## src/rtl/dsub32_serial.sv

```systemverilog
// dsub32_serial: digit-serial subtractor, diff = A - B - bin, one DIGIT-bit digit per clock, LSB first
// Ports: clk, rst (sync, active-high); start/A/B/bin request, captured in IDLE;
//        busy while running, done one-cycle pulse; diff, bout (unsigned borrow), ovf (signed overflow), zero
module dsub32_serial #(
   parameter int WIDTH = 32,
   parameter int DIGIT = 4
) (
   input  logic             clk,
   input  logic             rst,
   input  logic             start,
   input  logic [WIDTH-1:0] A,
   input  logic [WIDTH-1:0] B,
   input  logic             bin,
   output logic             busy,
   output logic             done,
   output logic [WIDTH-1:0] diff,
   output logic             bout,
   output logic             ovf,
   output logic             zero
);
   localparam int N  = WIDTH / DIGIT;
   localparam int KW = N > 1 ? $clog2(N) : 1;
   typedef enum logic {IDLE, RUN} state_t;
   state_t           state, state_n;
   logic [WIDTH-1:0] a_q, b_q, diff_n;
   logic [KW-1:0]    k;
   logic             borrow, last;
   logic [DIGIT:0]   step;
   // step[DIGIT] is the borrow out of the current digit
   always_comb begin
      step    = {1'b0, a_q[k*DIGIT +: DIGIT]} - {1'b0, b_q[k*DIGIT +: DIGIT]} - {{DIGIT{1'b0}}, borrow};
      diff_n  = diff;
      diff_n[k*DIGIT +: DIGIT] = step[DIGIT-1:0];
      last    = k == KW'(N - 1);
      state_n = state == IDLE ? (start ? RUN : IDLE) : (last ? IDLE : RUN);
      busy    = state == RUN;
   end
   always_ff @(posedge clk)
      if (rst) state <= IDLE;
      else     state <= state_n;
   always_ff @(posedge clk) begin
      if (rst) begin
         done   <= 1'b0;
         diff   <= '0;
         bout   <= 1'b0;
         ovf    <= 1'b0;
         zero   <= 1'b0;
         a_q    <= '0;
         b_q    <= '0;
         borrow <= 1'b0;
         k      <= '0;
      end else begin
         done <= 1'b0;
         if (state == IDLE && start) begin
            a_q    <= A;
            b_q    <= B;
            borrow <= bin;
            k      <= '0;
         end else if (state == RUN) begin
            diff   <= diff_n;
            borrow <= step[DIGIT];
            k      <= k + 1'b1;
            if (last) begin
               done <= 1'b1;
               bout <= step[DIGIT];
               // the last digit carries the result MSB
               ovf  <= (a_q[WIDTH-1] != b_q[WIDTH-1]) && (step[DIGIT-1] != a_q[WIDTH-1]);
               zero <= diff_n == '0;
            end
         end
      end
   end
endmodule
```

## config.mk

```make
export PLATFORM = sky130hd
export DESIGN_NAME = dsub32_serial
export DESIGN_NICKNAME = d
export VERILOG_FILES = /design/src/rtl/dsub32_serial.sv
export SDC_FILE = /design/constraint.sdc
export NUM_CORES = 1
export LEC_CHECK = 0
export BUFFER_PORTS_ARGS = -buffer_cell sky130_fd_sc_hd__buf_2
export CELL_PAD_IN_SITES_DETAIL_PLACEMENT = 1
export CELL_PAD_IN_SITES_GLOBAL_PLACEMENT = 2
export CORE_MARGIN = 3
export CORE_UTILIZATION = 32
export CTS_CLUSTER_SIZE = 24
export DETAILED_ROUTE_END_ITERATION = 16
export MAX_ROUTING_LAYER = met4
export PLACE_DENSITY_LB_ADDON = 0.1
export SYNTH_ARGS = -nofsm -noshare
export SYNTH_HDL_FRONTEND = slang
export SYNTH_SLANG_ARGS = --single-unit
```

## constraint.sdc

```tcl
create_clock -name clk -period 4.7 [get_ports clk]
set_input_delay 0.705 -clock clk [delete_from_list [all_inputs] [get_ports clk]]
set_output_delay 0.705 -clock clk [all_outputs]
set_load 0.01 [all_outputs]
```

# Word level (Yosys, flattened, before mapping)
# Index checks and enable logic that the tools add are counted.
word_totals:
  in_bits: 68
  regBits: 105
  mem_count: 0
  out_inout_bits: 37
  mem_bits_ro: 0
  latchBits: 0
  word_cells: 38
  ramBits: 0
classes:
  div: 0
  reduce_logical: 8
  n_bitwise: 2
  order_cmp: 0
  mul: 0
  muxes: 7
  n_shift: 4
  n_addsub: 4
  n_eq_ne: 3
ops:
  columns: ["op", "count"]
  rows:
  - ["$shiftx 32x6->4", 2]
  - ["$neg 5->34", 1]
  - ["$shift 4x34->32 const A", 1]
  - ["$shiftx 4x34->32", 1]
  - ["$bwmux 32", 1]
  - ["$logic_not 32->1", 1]
  - ["$mux 1", 6]
  - ["$sub 4x4->5", 1]
  - ["$sub 5x1->5", 1]
  - ["$add 3x1->3 const B", 1]
  - ["$eq 3x3->1 const B", 1]
  - ["$reduce_and 3->1", 1]
  - ["$reduce_or 3->1", 1]
  - ["$logic_and 1x1->1", 2]
  - ["$ne 1x1->1", 2]
  - ["$not 1->1", 2]
  - ["$reduce_and 2->1", 1]
  - ["$reduce_bool 2->1", 1]
  - ["$reduce_or 2->1", 1]

# Logic depth before layout (Yosys ltp)
depth:
  depth_word: 6
  depth_mapped: 13
  depth_no_buf: 11

# Worst setup path before layout
# OpenSTA, ideal clock, no wires.
synth_path:
  path_type: "register -> register"
  from: "register k[0]"
  to: "register zero"
  synth_period_minus_slack_ns: 3.680
  setup_ns: 0.087
  required_ns: 4.613
  n_path_buf: 4
  path_slack_ns: 1.020
  arrival_time_ns: 3.593
  path_stages_with_launch: 14
  cell_sequence: "dfxtp_1 -> buf_6 -> buf_2 -> buf_1 -> mux4_2 -> mux2i_1 -> fa_1 -> fa_1 -> clkbuf_1 -> nor3_1 -> o31ai_1 -> a311oi_1 -> nand4_1 -> o31ai_1"
synth_via:
  elab_chain_len: 6
  elab_cells_between_ends: 11
  cone_classes: "add/sub (3); eq/ne (1); shift (4); mux (1); reduce/logical (2)"
synth_lines:
  columns: ["element", "line", "source"]
  rows:
  - ["start, declared", "26", "logic [KW-1:0] k;"]
  - ["start signal, assigned", "62", "k <= k + 1'b1;"]
  - ["$shiftx 32x6->4", "31", "step = {1'b0, a_q[k*DIGIT +: DIGIT]} - {1'b0, b_q[k*DIGIT +: DIGIT]} - {{DIGIT{1'b0}}, borrow};"]
  - ["$sub 4x4->5", "31", null]
  - ["$sub 5x1->5", "31", null]
  - ["$shiftx 4x34->32", "33", "diff_n[k*DIGIT +: DIGIT] = step[DIGIT-1:0];"]
  - ["$bwmux 32", "33", null]
  - ["$logic_not 32->1", "68", "zero <= diff_n == '0;"]
  - ["end signal, assigned", "47", "zero <= 1'b0;"]
  - ["end signal, assigned", "68", null]
  - ["end, declared", "19", "output logic zero"]
# Parallel ways exist; a longest one is shown, timed or not.
# A chain may end at the register's enable or synchronous reset.

# Worst setup path after layout
# Same ends and word-level chain as after synthesis.

==> impl_summary.log <==
INFO  metric status = finished clean
INFO  metric final_common_cell = sky130_fd_sc_hd__nand2_1
INFO  metric vdd.ir_drop.worst = roughly 0.19 mV
INFO  metric cts.reportedPaths.clkPinSlew = about 80 ps
INFO  metric hold_viol_final = 0
INFO  metric floorplan.die_area = about 0.017 mm2
INFO  metric seq_power_share = between 40% and 50%
INFO  metric mostFrequentLayoutCells = sky130_fd_sc_hd__nand2_1 (165), sky130_fd_sc_hd__dfxtp_1 (104), sky130_fd_sc_hd__buf_2 (103)
INFO  metric worstHoldPathCells = 2
INFO  metric yosys_synthesis_warning_count = 0
INFO  metric synth_edf_count = 0
INFO  metric htree_num_levels = 3
INFO  metric post_cts_buffers = 0
INFO  metric antenna_cells = 0
INFO  metric simple_gate_portion_of_the_synthesized_area = 23.87%
INFO  metric worstHoldPathType = reg -> reg
INFO  metric core-area = 0.01481 mm2
INFO  metric grt_antenna_before_repair = 0
INFO  metric synthesis.area = around 0.0049 mm2
INFO  metric report.final.slew_viol_count = 0
INFO  metric clock_tree_from_tritoncts = yes
INFO  metric clk_path_buf_depth = 2
INFO  metric cell_internal_power_dissipation = 1.465 mW
INFO  metric flow.area_growth_from_synthesis = 18.91%
INFO  metric numPortBuffers = 104
INFO  metric avgRoutedWirePerCell = between 15 and 20 um
INFO  metric cts_buf_count = 9
INFO  metric r2r_slack = approximately 750 ps
INFO  metric placedCellCount = 851
INFO  metric net-switching-power = around 570 uW
INFO  metric final_area = slightly below 0.006 mm2
INFO  metric detail_route.vias_per_cell = 5.082
INFO  metric share_of_layout_cells_above_drive_strength_1 = 21.96%
INFO  metric worst_clock_skew = around 12 ps
INFO  metric final_util = approximately two fifths
INFO  metric clkSinkCount = roughly 110
INFO  metric grt_pass1_vias = approximately 4,500
INFO  metric setup-tns-final = 0 ps
INFO  metric crit_required = roughly 5000 ps
INFO  metric synth-async-reset-ratio = 0%
INFO  metric sum_of_net_half_perimeters_after_detailed_placement = 10.66 mm
INFO  metric design.final.nets = roughly 760
INFO  metric die_w = ~130 um
INFO  metric worst-path-max-fanout = 17
INFO  metric num_rows = 44
INFO  metric syn-num-nets = about 680
INFO  metric grt-ovfl-total = 0
INFO  metric fmaxAchievable = roughly 0.25 GHz
INFO  metric worst_max_slew_margin_expressed_relative_to_the_limit = between 20 and 30%
INFO  metric route.final.wire_length = approximately 15 mm
INFO  metric hold_end = a_q[3]
INFO  metric floorplan.initialDensity = about a third
INFO  metric synth-compound-area-share = ~14%
INFO  metric via_count = approximately 4,400
INFO  metric finish.cell_count_without_fillers = just under 900
INFO  metric pwr-share-comb = 15.5%
INFO  metric io-pin-count = ~110
INFO  metric setup.worst_path.end_class = flop
INFO  metric p_sw_share = approximately 28%
INFO  metric die_height = 130.0 um
INFO  metric hold_path.startpoint = a_q[3]
INFO  metric cts.root.buffer_cell = sky130_fd_sc_hd__clkbuf_16
INFO  metric arrival_time_of_data_at_the_critical_path_endpoint = 4220 ps
INFO  metric grt_max_degree = 105
INFO  metric yosys.area_share.adder = ~3.6%
INFO  metric track_usage = a little under a fifth
INFO  metric critical_path.reg2reg.startpoint = k[0]
INFO  metric gp_congestion = 0.8503
INFO  metric pwr_density_cell = 347.6 mW/mm2
INFO  metric regToRegEndpoint = zero
INFO  metric post-route-period-util = between 80% and 90%
INFO  metric antenna_violating_nets_post_route = 0
INFO  metric worst_pin_slew = 1099 ps
INFO  metric synth.yosys.seq_area_share = 42.70%
INFO  metric most_instantiated_flip_flop_cell_in_the_synthesis_netlist = sky130_fd_sc_hd__dfxtp_1
INFO  metric avg_inst_size_synth = a little over 8 um2
INFO  metric synth_top_family_by_area = simple AND/OR/NAND/NOR gates
INFO  metric cp-start-kind = flop
INFO  metric worst_r2r_path_depth = 10
INFO  metric cts-hold-fix-buffers = 0
INFO  metric synthXorXnorAreaFrac = 0.7117%
INFO  metric drt_first_pass_iters = 4
INFO  metric grt_setup_unrepaired = false
INFO  metric muxShareOfSynthArea = 10.70%
INFO  metric critical_path_class = reg -> reg
INFO  metric cts.repair.resized = 0
INFO  metric cap_viol_max_count = 0
INFO  metric grt_first_pass_wirelength = 23.65 mm
INFO  metric synth_seq_cells = 105
INFO  metric timing.final.setup_violations = 0
INFO  metric drt_drc_violations_left = 0
INFO  metric period_minus_slack = between 3000 and 4000 ps
INFO  metric synthesis.instances = between 600 and 700
INFO  metric clk_latency = ~360 ps
INFO  metric leakage = roughly 2.4 nW
INFO  metric unique_cell_type_count_in_the_yosys_netlist = 50
INFO  metric placed_cell_area = 0.005555 mm2
INFO  metric drt_iter0_markers = 232
INFO  metric power.share.clock = about 38%
[worst max path at each step]
stage                     startpoint  slack, ps  endpoint  depth (start not counted)
final                           k[0]        750      zero                         10
after CTS                       k[0]        730      zero                         10
after global routing            k[0]        450      zero                         10
after floorplan                 k[0]       1020      zero                         13
after global placement          k[0]        940      zero                         10
after detailed placement        k[0]        780      zero                         10
[critical path, cell delays in order, from the launching register on]
cell and delay, ps:
sky130_fd_sc_hd__dfxtp_2 630, sky130_fd_sc_hd__buf_4 330, sky130_fd_sc_hd__mux4_2 260, sky130_fd_sc_hd__mux2i_1 100, sky130_fd_sc_hd__fa_1 460, sky130_fd_sc_hd__fa_1 480
sky130_fd_sc_hd__xnor2_1 690, sky130_fd_sc_hd__o21ai_0 200, sky130_fd_sc_hd__a311oi_1 380, sky130_fd_sc_hd__nand4_1 140, sky130_fd_sc_hd__o31ai_1 190
[final cells by class]
cell class	instances	area (um2)
clock buffer	10	229.0
sequential	105	2103
clock inverter	6	68.82
timing repair buffer	110	568.0
inverter	9	33.78
multi-input combinational	443	2620
fill	1825	8956
tap	184	230.2
[power groups by stage]
stage	sequential, mW	combinational (mW)	clock [mW]
2_1_floorplan	0.961	0.216	0
3_3_place_gp	0.973	0.313	0
3_5_place_dp	0.974	0.319	0
4_1_cts	0.953	0.320	0.794
5_1_grt	0.957	0.356	0.833
6_report	0.952	0.316	0.767
[cell usage after synthesis, drive strengths merged (2+ instances only)]
cell,n,area share [%]
nand2,165,13
dfxtp,105,43
a21oi,93,9.5
nor2,44,3.4
clkbuf,36,2.7
mux4,16,7.3
mux2i,14,2.8
nor3,13,1.3
ha,11,2.8
inv,9,0.69
nand3,9,0.92
buf,8,0.84
o21ai,8,0.81
nand4,7,0.89
a22oi,6,0.92
and2,6,0.76
nand2b,5,0.64
a211oi,4,0.61
nor2b,4,0.51
a311oi,3,0.53
nand3b,3,0.46
nor3b,3,0.46
o31ai,3,0.46
xnor2,3,0.53
fa,2,0.81
mux2,2,0.53
nor4b,2,0.66
or3,2,0.25
[sequential cells by signal, summed over array words and instances, names as in the netlist]
signal / flops
a_q: 32
b_q: 32
borrow: 1
bout: 1
busy: 1
diff: 32
done: 1
k: 3
ovf: 1
zero: 1
[layer usage]
layer | up-vias | routed length, um | part of all wire [%] | GRT usage [%]
li1 | 2204 | - | - | -
met1 | 2098 | 6760 | 46 | 23.40
met2 | 85 | 7005 | 48 | 29.15
met3 | 19 | 564 | 3.9 | 4.298
met4 | 0 | 214 | 1.5 | 4.951
met5 | - | 0 | 0 | -
[cells by family after synthesis]
logic type,after synthesis
AND/OR/NAND/NOR,270
AO/OA/AOI/OAI,124
flip-flops,105
buffers and inverters,53
multiplexers,32
adder cells (fa/ha/maj),13
XOR/XNOR,4
[through the flow]
step / hold WS [ps] / setup WS [ps] / total power, mW
floorplan: 433.1 / 1020 / 1.178
global route: 477.3 / 450.0 / 2.146
CTS: 458.0 / 725.3 / 2.067
global placement: 442.3 / 935.5 / 1.286
finish: 453.5 / 755.0 / 2.034
detailed placement: 447.4 / 781.8 / 1.293
Power figures use the tool's default switching activity.
